[src/rtl/heartbeat_pkg.sv]
// heartbeat_pkg: shared types and constants for the heartbeat detector.
// Optional build macro HB_AVG_EN (see heartbeat_detector.sv).
package heartbeat_pkg;

    localparam int BPM_NUMERATOR = 60000;

    // Record presented on IO_HEARTBEAT
    typedef struct packed {
        logic        overrun;
        logic        timeout;
        logic [5:0]  seq;
        logic [7:0]  bpm;
        logic [15:0] interval;
    } hb_record_t;

    // Record request from the detector to the output FSM
    typedef struct packed {
        logic        timeout;
        logic [15:0] interval;
        logic [15:0] divisor;
    } hb_req_t;

    typedef enum logic {
        DET_ARMED,
        DET_FIRED
    } det_state_t;

    typedef enum logic [1:0] {
        OUT_IDLE,
        OUT_DIV,
        OUT_RDY,
        OUT_ACKLO
    } out_state_t;

    // Quotient clipped to the 8-bit bpm field
    function automatic logic [7:0] sat_bpm(input logic [15:0] q);
        return (q[15:8] != 8'd0) ? 8'hFF : q[7:0];
    endfunction

endpackage

[src/rtl/hb_divider.sv]
// hb_divider: W/W restoring divider, start/busy/done, fixed W+1 cycle latency
// from the start edge to the done pulse. Divide by zero yields all-ones.
module hb_divider #(
    parameter int W = 16
) (
    input  logic         clk,
    input  logic         rst,
    input  logic         start,
    input  logic [W-1:0] dividend,
    input  logic [W-1:0] divisor,
    output logic         busy,
    output logic         done,
    output logic [W-1:0] quotient,
    output logic [W-1:0] remainder
);

    localparam int CW = $clog2(W + 1);
    localparam logic [CW-1:0] LAST = CW'(W);

    logic [CW-1:0] cnt;
    logic [W-1:0]  rem;
    logic [W-1:0]  quo;
    logic [W-1:0]  dsr;
    logic [W:0]    rem_sh;
    logic          take;

    assign quotient  = quo;
    assign remainder = rem;

    // One restoring step: shift in next dividend bit, subtract if it fits
    always_comb begin
        rem_sh = {rem, quo[W-1]};
        take   = (rem_sh >= {1'b0, dsr});
    end

    // W shift/subtract steps, then one cycle to raise done
    always_ff @(posedge clk) begin
        if (rst) begin
            busy <= 1'b0;
            done <= 1'b0;
            cnt  <= '0;
            rem  <= '0;
            quo  <= '0;
            dsr  <= '0;
        end else begin
            done <= 1'b0;
            if (!busy) begin
                if (start) begin
                    busy <= 1'b1;
                    cnt  <= '0;
                    rem  <= '0;
                    quo  <= dividend;
                    dsr  <= divisor;
                end
            end else if (cnt == LAST) begin
                busy <= 1'b0;
                done <= 1'b1;
            end else begin
                rem <= take ? (rem_sh[W-1:0] - dsr) : rem_sh[W-1:0];
                quo <= {quo[W-2:0], take};
                cnt <= cnt + 1'b1;
            end
        end
    end

endmodule

[src/rtl/heartbeat_detector.sv]
// heartbeat_detector: hysteresis beat detector with refractory window,
// ms interval timing, timeout records, BPM via sequential divide, and a
// 4-phase RDY/ACK record handshake with a one-deep pending buffer.
// Optional macro HB_AVG_EN: divide by the mean of the last 4 intervals.
module heartbeat_detector
    import heartbeat_pkg::*;
#(
    parameter int                  TICK_DIV   = 50000,
    parameter int                  SAMPLE_W   = 12,
    parameter logic [SAMPLE_W-1:0] THRESH_HI  = SAMPLE_W'(2600),
    parameter logic [SAMPLE_W-1:0] THRESH_LO  = SAMPLE_W'(2200),
    parameter int                  REFRACT_MS = 250,
    parameter int                  TIMEOUT_MS = 3000
) (
    input  logic                HCLK,
    input  logic                HRESET,
    input  logic                sample_valid,
    input  logic [SAMPLE_W-1:0] sample,
    input  logic                IO_READ_ACK,
    output logic [31:0]         IO_HEARTBEAT,
    output logic                IO_READ_RDY,
    output logic                beat_pulse
);

    localparam int PW = (TICK_DIV > 1) ? $clog2(TICK_DIV) : 1;
    localparam logic [PW-1:0] PRE_MAX   = PW'(TICK_DIV - 1);
    localparam logic [15:0]   REFRACT   = 16'(REFRACT_MS);
    localparam logic [15:0]   TIMEOUT_V = 16'(TIMEOUT_MS);

    logic [PW-1:0] presc;
    logic          ms_tick;
    logic [15:0]   ms_since;
    logic          first_beat;
    det_state_t    det_q, det_d;
    logic          crossing, beat_accept, timeout_hit;
    logic [15:0]   divisor;
    logic          req_new;
    hb_req_t       req_rec, pend_req, launch_req;
    logic          pend_valid, overrun;
    logic          can_launch, launch, launch_pend, launch_new;
    out_state_t    out_q, out_d;
    hb_record_t    rec_q, rec_nxt;
    logic [5:0]    seq;
    logic [15:0]   cur_interval;
    logic          div_start, div_busy, div_done, load_rec;
    logic [15:0]   div_quo, div_rem;
    logic          div_unused;

    assign ms_tick      = (presc == PRE_MAX);
    assign IO_HEARTBEAT = rec_q;
    // Remainder and busy are not needed to form the BPM value
    assign div_unused   = ^{div_busy, div_rem};

    // 1 ms prescaler
    always_ff @(posedge HCLK) begin
        if (HRESET) presc <= '0;
        else        presc <= ms_tick ? '0 : presc + 1'b1;
    end

    // Hysteresis detector: ARMED -> FIRED on high crossing, back on low
    always_comb begin
        det_d    = det_q;
        crossing = 1'b0;
        if (sample_valid) begin
            if (det_q == DET_ARMED && sample >= THRESH_HI) begin
                det_d    = DET_FIRED;
                crossing = 1'b1;
            end else if (det_q == DET_FIRED && sample <= THRESH_LO) begin
                det_d = DET_ARMED;
            end
        end
        beat_accept = crossing && (first_beat || ms_since >= REFRACT);
        // A beat in the same cycle suppresses the timeout
        timeout_hit = !first_beat && !beat_accept && (ms_since >= TIMEOUT_V);
    end

    // Interval timer, first-beat flag, detector state, beat strobe
    always_ff @(posedge HCLK) begin
        if (HRESET) begin
            ms_since   <= '0;
            first_beat <= 1'b1;
            det_q      <= DET_ARMED;
            beat_pulse <= 1'b0;
        end else begin
            det_q      <= det_d;
            beat_pulse <= beat_accept;
            if (beat_accept)
                ms_since <= '0;
            else if (ms_tick && ms_since != 16'hFFFF)
                ms_since <= ms_since + 16'd1;
            if (beat_accept)
                first_beat <= 1'b0;
            else if (timeout_hit)
                first_beat <= 1'b1;
        end
    end

`ifdef HB_AVG_EN
    logic [3:0][15:0] hist, hist_nxt;
    logic             hist_fill;
    logic [17:0]      hist_sum;

    // Divisor is the mean of the newest four intervals
    always_comb begin
        hist_nxt = hist_fill ? {4{ms_since}} : {hist[2:0], ms_since};
        hist_sum = 18'(hist_nxt[0]) + 18'(hist_nxt[1])
                 + 18'(hist_nxt[2]) + 18'(hist_nxt[3]);
        divisor  = hist_sum[17:2];
    end

    // History refills from the first interval after every restart
    always_ff @(posedge HCLK) begin
        if (HRESET) begin
            hist      <= '0;
            hist_fill <= 1'b1;
        end else if (beat_accept && !first_beat) begin
            hist      <= hist_nxt;
            hist_fill <= 1'b0;
        end else if (timeout_hit) begin
            hist_fill <= 1'b1;
        end
    end
`else
    assign divisor = ms_since;
`endif

    // Record request and launch selection (pending entry is always older)
    always_comb begin
        req_new         = (beat_accept && !first_beat) || timeout_hit;
        req_rec.timeout  = timeout_hit;
        req_rec.interval = ms_since;
        req_rec.divisor  = divisor;
        can_launch  = (out_q == OUT_IDLE) || (out_q == OUT_ACKLO && !IO_READ_ACK);
        launch_pend = can_launch && pend_valid;
        launch_new  = can_launch && !pend_valid && req_new;
        launch      = launch_pend || launch_new;
        launch_req  = pend_valid ? pend_req : req_rec;
    end

    // Output FSM state register
    always_ff @(posedge HCLK) begin
        if (HRESET) out_q <= OUT_IDLE;
        else        out_q <= out_d;
    end

    // Output FSM next state
    always_comb begin
        out_d = out_q;
        unique case (out_q)
            OUT_IDLE, OUT_ACKLO: begin
                if (launch)
                    out_d = launch_req.timeout ? OUT_RDY : OUT_DIV;
                else if (can_launch)
                    out_d = OUT_IDLE;
            end
            OUT_DIV:  if (div_done)    out_d = OUT_RDY;
            OUT_RDY:  if (IO_READ_ACK) out_d = OUT_ACKLO;
            default:  out_d = OUT_IDLE;
        endcase
    end

    // Output FSM outputs: divider start, record load, RDY
    always_comb begin
        div_start       = 1'b0;
        load_rec        = 1'b0;
        IO_READ_RDY     = 1'b0;
        rec_nxt         = rec_q;
        rec_nxt.overrun = overrun;
        rec_nxt.seq     = seq + 6'd1;
        unique case (out_q)
            OUT_IDLE, OUT_ACKLO: begin
                if (launch) begin
                    if (launch_req.timeout) begin
                        load_rec         = 1'b1;
                        rec_nxt.timeout  = 1'b1;
                        rec_nxt.bpm      = 8'd0;
                        rec_nxt.interval = launch_req.interval;
                    end else begin
                        div_start = 1'b1;
                    end
                end
            end
            OUT_DIV: begin
                if (div_done) begin
                    load_rec         = 1'b1;
                    rec_nxt.timeout  = 1'b0;
                    rec_nxt.bpm      = sat_bpm(div_quo);
                    rec_nxt.interval = cur_interval;
                end
            end
            OUT_RDY: IO_READ_RDY = 1'b1;
            default: ;
        endcase
    end

    // Record register, sequence, pending buffer and overrun sticky
    always_ff @(posedge HCLK) begin
        if (HRESET) begin
            rec_q        <= '0;
            seq          <= '0;
            overrun      <= 1'b0;
            pend_valid   <= 1'b0;
            pend_req     <= '0;
            cur_interval <= '0;
        end else begin
            if (launch)
                cur_interval <= launch_req.interval;
            if (load_rec) begin
                rec_q   <= rec_nxt;
                seq     <= seq + 6'd1;
                overrun <= 1'b0;
            end
            if (launch_pend) begin
                // Pending slot drains; a same-cycle request refills it
                pend_valid <= req_new;
                pend_req   <= req_rec;
            end else if (req_new && !launch_new) begin
                if (pend_valid)
                    overrun <= 1'b1;
                pend_valid <= 1'b1;
                pend_req   <= req_rec;
            end
        end
    end

    hb_divider #(.W(16)) u_div (
        .clk       (HCLK),
        .rst       (HRESET),
        .start     (div_start),
        .dividend  (16'(BPM_NUMERATOR)),
        .divisor   (launch_req.divisor),
        .busy      (div_busy),
        .done      (div_done),
        .quotient  (div_quo),
        .remainder (div_rem)
    );

endmodule

[config.mk]
export PLATFORM = sky130hd
export DESIGN_NAME = heartbeat_detector
export DESIGN_NICKNAME = d
export VERILOG_FILES = /design/src/rtl/heartbeat_pkg.sv /design/src/rtl/hb_divider.sv /design/src/rtl/heartbeat_detector.sv
export SDC_FILE = /design/constraint.sdc
export NUM_CORES = 1
export LEC_CHECK = 0
export BUFFER_PORTS_ARGS = -buffer_cell sky130_fd_sc_hd__buf_2
export CAP_MARGIN = 5
export CORE_MARGIN = 2
export CORE_UTILIZATION = 60
export DETAILED_ROUTE_END_ITERATION = 8
export MAX_ROUTING_LAYER = met4
export PLACE_DENSITY = 0.79
export RECOVER_POWER = 50
export SYNTH_ARGS = -nofsm -noshare
export SYNTH_HDL_FRONTEND = slang
export SYNTH_SLANG_ARGS = --single-unit
export TNS_END_PERCENT = 5
[constraint.sdc]
create_clock -name HCLK -period 7.6 [get_ports HCLK]
set_input_delay 1.52 -clock HCLK [delete_from_list [all_inputs] [get_ports HCLK]]
set_output_delay 1.52 -clock HCLK [all_outputs]
set_load 0.02 [all_outputs]
==> results.cfg, run 1 <==
[power_and_ir_drop]
switching_share_pct = 30.2
power.switching_mw = 0.652
leakage_nw = 2.95
p_seq_share_pct = 40.1
powerDensity_nw_per_um2 = 251
internal_power_mw = 1.51
irDropWorstVdd_mv = 0.181
pwr-share-comb_pct = 18.0
pwr-share-clk_pct = 42.0

[synth]
ys_seq_elements = 159
yosys.area.top_type = dfxtp_1
syn_area_um2 = 7780
syn_inst = 928
synthTopCellsByArea = dfxtp_1, nor2_1, mux2i_1
post-synth-top-count-cell = dfxtp_1
synth-edff-count = 0
syn-num-nets = 971
ys_seq_area_share_pct = 40.9
synth_flop_cell = dfxtp_1
synth_common_cells = dfxtp_1, nor2_1, nand2_1
ys_warn_count = 0
synth_async_sr_flop_share_pct = 0
syn_area_per_cell_um2 = 8.38
synth.distinct_cells = 66
netlist.area_leader.share_pct = 40.9

[grt]
grt_max_degree = 82
grt_usage_pct = 26.1
grt_pass1_wl_um = 29300
grt_pass1_vias = 6218
antenna_found_initial = 0
grt_overflow = 0

[cells_and_area]
area.growth.synth_to_final_pct = 10.7
layout-drive-gt1-share_pct = 6.84
fillCellCount = 1076
fin_area_um2 = 8610
nets = 980
insertedDiodeCount = 0

[routing]
wl_per_cell_um = 15.5
drt_iter0_drc = 577
vias_per_cell = 5.86
via_count = 6580
firstDrtPassIters = 5
ant_nets = 0
wl_um = 17400
drc = 0

[critical_path]
r2r_start = divisor[0]
endpoint_kind = register
worstPathMaxFanout = 81
critPathKind = input pin to register
cp_data_required_time_ns = 7.91
critical_path_arrival_ns = 5.53
startpoint = HRESET
r2r_slack_ns = 3.63
start_kind = input pin

[sta]
worstMarginPinSlew_ns = 3.47
tns_ns = 0
finalClockSkew_ns = 0.00602
rsz0062_at_grt = false
fin_crit_sh_pct = 68.7
slew_violations = 82
hold_ws_ns = 0.447
finalHoldViolations = 0
setup_viol = 0
layout_min_cycle_time_ns = 5.22
relSlewSlack_pct = -131
fmaxAchievable_ghz = 0.192

[floorplanning]
pin_count = 50
die_w_um = 118
coreArea_um2 = 12600
initial_core_util_pct = 61.6
die_h_um = 118
row_count = 41
die_area_um2 = 13900

[place]
dp_hpwl_um = 11500
portBuffers = 49
gp_congestion = 0.918
place_area_um2 = 8040

[clocking]
cts_made_buffers = 17
clk_path_buf_depth = 2
cts.sinks = 159
hold_buffers = 0
ctsResizeCount = 0
post_cts_buffers = 0
worstSkewPairLatency_ns = 0.42
cts_tree = done
clk_pin_slew_ns = 0.06
htree_levels = 4
cts_root_buf = clkbuf_16

[worst_hold_path]
min-delay-start = presc[0]
hp-class = register to register

[flow_run]
maxCapViolations = 1

[run_status]
outcome = complete, but fails checks
violations = capacitance limit, slew limit
==> power groups by stage <==
stage	clock, mW	combinational, mW	sequential, mW
floorplan	0	0.304	0.880
global placement	0	0.377	0.882
detailed placement	0	0.381	0.883
CTS	0.917	0.383	0.864
global route	0.947	0.431	0.866
finish	0.906	0.388	0.865
==> layout by cell type (no fill, tap or decap), drive strengths merged, types with 4 or more instances in the layout <==
cell and instances:
dfxtp 159, nor2 113, nand2 86, clkbuf 58, a21oi 56, o21ai 53, nand3 46, a211oi 40
mux2i 36, inv 36, ha 26, o211ai 23, xor2 23, buf 18, xnor2 15, nor3 15
nand4 14, and3 12, a31oi 10, nand2b 10, o2111ai 9, or3 8, nor4 8, and2 5
nor2b 5, o31ai 4, a21o 4, a32o 4, a41oi 4
==> area by class of cell <==
type                       count  area [um^2]  share of cell area (%)
clock buffer                  22          484                    5.62
clock inverter                10          151                    1.76
inverter                      34          128                    1.48
multi-input combinational    671         4210                    48.9
sequential                   159         3180                    37.0
tap                          172          215                    2.50
timing repair buffer          54          238                    2.76
==> stage by stage <==
| step | power, mW | setup slack [ns] | instances | util (%) |
|---|---|---|---|---|
| after floorplan | 1.18 | 4.19 | 928 | - |
| after global placement | 1.26 | 2.78 | 1090 | 63.7 |
| after detailed placement | 1.26 | 2.64 | 1090 | 63.7 |
| after CTS | 2.16 | 3.08 | 1122 | 68.7 |
| after global routing | 2.24 | 2.04 | 1122 | 68.3 |
| final | 2.16 | 2.38 | 1122 | 68.3 |
==> registers in the layout (all words and copies together), names as in the netlist, 2 cells and up <==
signal           flops
seq                  6
u_div.cnt            5
out_q                2
cur_interval        16
divisor             16
u_div.remainder     16
presc               16
u_div.dsr           16
IO_HEARTBEAT        26
u_div.quotient      16
pend_req            17
==> path summary, 6_finish.rpt <==
path         depth (start not counted)                  to
min                                  1            presc[0]
min reg2reg                          1            presc[0]
max                                  5  u_div.remainder[9]
max reg2reg                          9     IO_HEARTBEAT[9]
==> layer usage <==
layer	global-route usage (%)	vias to the layer above	share of wire, %
li1	-	3330	-
met1	34.5	3090	47
met2	40.2	148	47
met3	4.70	12	4.3
met4	9.19	0	1.0
met5	-	-	0
==> critical path, cell delays in order <==
cell      delay [ns]
clkbuf_1        2.39
buf_4           0.69
nor2_1          0.09
o31a_1          0.38
a221o_1         0.44
==> cells by family after synthesis <==
family                   Yosys count  synth area share (%)
adder cells (fa/ha/maj)           27                  4.44
multiplexers                      39                  5.07
buffers and inverters             98                  4.99
AO/OA/AOI/OAI                    231                  20.0
AND/OR/NAND/NOR                  336                  20.3
XOR/XNOR                          38                  4.28
flip-flops                       159                  40.9
(Power assumes the default switching activity.)
==> run 2: changes to the inputs <==
--- a/config.mk
+++ b/config.mk
@@ -8,10 +8,10 @@
 export BUFFER_PORTS_ARGS = -buffer_cell sky130_fd_sc_hd__buf_2
 export CAP_MARGIN = 5
 export CORE_MARGIN = 2
-export CORE_UTILIZATION = 60
+export CORE_UTILIZATION = 55
 export DETAILED_ROUTE_END_ITERATION = 8
 export MAX_ROUTING_LAYER = met4
-export PLACE_DENSITY = 0.79
+export PLACE_DENSITY = 0.76
 export RECOVER_POWER = 50
 export SYNTH_ARGS = -nofsm -noshare
 export SYNTH_HDL_FRONTEND = slang
==> constraint.sdc (replaced) <==
create_clock -name HCLK -period 4.6 [get_ports HCLK]
set_input_delay 0.92 -clock HCLK [delete_from_list [all_inputs] [get_ports HCLK]]
set_output_delay 0.92 -clock HCLK [all_outputs]
set_load 0.02 [all_outputs]
==> run 2 against run 1 <==
Against the previous run: the run still ends with capacitance limit, slew limit left; hold slack better by 0.00072 ns; sequential power increased by 65%; flip-flop and latch count stayed put; highest routed layer unchanged; register-to-register slack worse by 2.3 ns; largest cell class unchanged; combinational power grew 73%; first-iteration DRC count shrank 3.8%; design area up 0.19%.
==> results.cfg, run 2 (synthesis gave the netlist of run 1 again) <==
[routing]
drc = 0
via_count = 6563
vias_per_cell = 5.78
drt_iter0_drc = 555
ant_nets = 0
firstDrtPassIters = 5
wl_per_cell_um = 15.4
wl_um = 17500

[cells_and_area]
insertedDiodeCount = 0
largest_reg_flops = 26
final_cell_mix = dfxtp_1, nor2_1, nand2_1
area.growth.synth_to_final_pct = 10.9
nets = 986
fin_util_pct = 62.4
final_common_cell = dfxtp_1
fillCellCount = 1211
layout-drive-gt1-share_pct = 7.74

[critical_path]
r2r_slack_ns = 1.36
r2r_cells = 8
path_cells = clkbuf_1 > nor2_1 > o31a_1 > a221o_1
crit_path_top_delay_cell = clkbuf_1
cp_data_required_time_ns = 4.91
start_kind = input pin
critPathMaxStageDelay_ns = 1.88
worstPathMaxFanout = 62
endpoint_kind = register
critical_path_arrival_ns = 3.82
critPathKind = input pin to register

[worst_hold_path]
hp-class = register to register
whs_path_depth = 1

[place]
portBuffers = 49
dp_hpwl_um = 11500
gp_congestion = 0.884
dp_slack_ns = 1.08

[run_status]
outcome = complete, but fails checks
violations = capacitance limit, slew limit

[sta]
hold_ws_ns = 0.447
relSlewSlack_pct = -80.3
layout_min_cycle_time_ns = 3.51
finalHoldViolations = 0
final.setup.worst_slack_ns = 1.09
fmaxAchievable_ghz = 0.285
rsz0062_at_grt = false
slew_violations = 63
finalClockSkew_ns = 0.00951
fin_crit_sh_pct = 76.3
tns_ns = 0
worstMarginPinSlew_ns = 2.70
setup_viol = 0

[floorplanning]
die_area_um2 = 15100
initial_core_util_pct = 56.3
row_count = 43
pin_count = 50
coreArea_um2 = 13800
die_w_um = 123
die_h_um = 123

[grt]
grt_pass1_vias = 6007
antenna_found_initial = 0
grt_pass1_wl_um = 29100
grt_overflow = 0
grt_max_degree = 63
grt_usage_pct = 24.7

[power_and_ir_drop]
p_seq_share_pct = 40.8
pwr-share-comb_pct = 19.2
irDropWorstVdd_mv = 0.431
switching_share_pct = 31.7
leakage_nw = 2.97
pwr-share-clk_pct = 39.9
power.switching_mw = 1.11
powerDensity_nw_per_um2 = 405
power_mw = 3.49
internal_power_mw = 2.38

[clocking]
cts.sinks = 159
post_cts_buffers = 0
cts_made_buffers = 17
clk_pin_slew_ns = 0.06
cts_tree = done
worstSkewPairLatency_ns = 0.43
clk_path_buf_depth = 2
hold_buffers = 0
htree_levels = 4
cts_root_buf = clkbuf_16
ctsResizeCount = 0

[flow_run]
maxCapViolations = 1
## run 2: changes by cell type in the layout (fill, tap and decap cells not counted), sizes merged
cell	change
clkinvlp	+1
inv	+3
bufinv	-2
buf	+7
clkbuf	-3
## run 2: worst max-delay path, delay by kind of cell
family / cells / cell delay (ns)
buf+inv: 1 / 1.88
compound gates: 2 / 0.87
simple gates: 1 / 0.12
## run 2: power by group through the flow
stage                     sequential, mW  combinational [mW]  clock [mW]
after floorplan                     1.45               0.502           0
after global placement              1.46               0.655           0
after detailed placement            1.46               0.665           0
after CTS                           1.43               0.667        1.41
after global routing                1.43               0.747        1.47
final                               1.43               0.672        1.40
## run 2: area by class of cell
type	instances	area (um^2)	area share (%)
multi-input combinational	671	4220	48.9
sequential	159	3180	36.9
timing repair buffer	60	284	3.29
clock inverter	12	124	1.44
clock buffer	20	467	5.41
inverter	34	128	1.48
tap	180	225	2.61
## run 2: routing by layer
layer / vias to the layer above / GRT usage [%] / part of all wire [%]
li1: 3350 / - / -
met5: - / - / 0
met3: 20 / 5.40 / 4.0
met4: 0 / 6.61 / 1.2
met1: 3073 / 33.2 / 49
met2: 120 / 37.8 / 46
## run 2: final timing paths
path / startpoint / end
setup / recovery: HRESET / u_div.remainder[9]
hold / removal: presc[0] / presc[0]
setup reg to reg: divisor[0] / seq[3]
hold reg to reg: presc[0] / presc[0]
## run 2: stage by stage
stage          area, um^2  cells
2_1_floorplan        7780    928
4_1_cts              8690   1136
5_1_grt              8630   1136
3_5_place_dp         8100   1104
3_3_place_gp         8100   1104
6_report             8630   1136
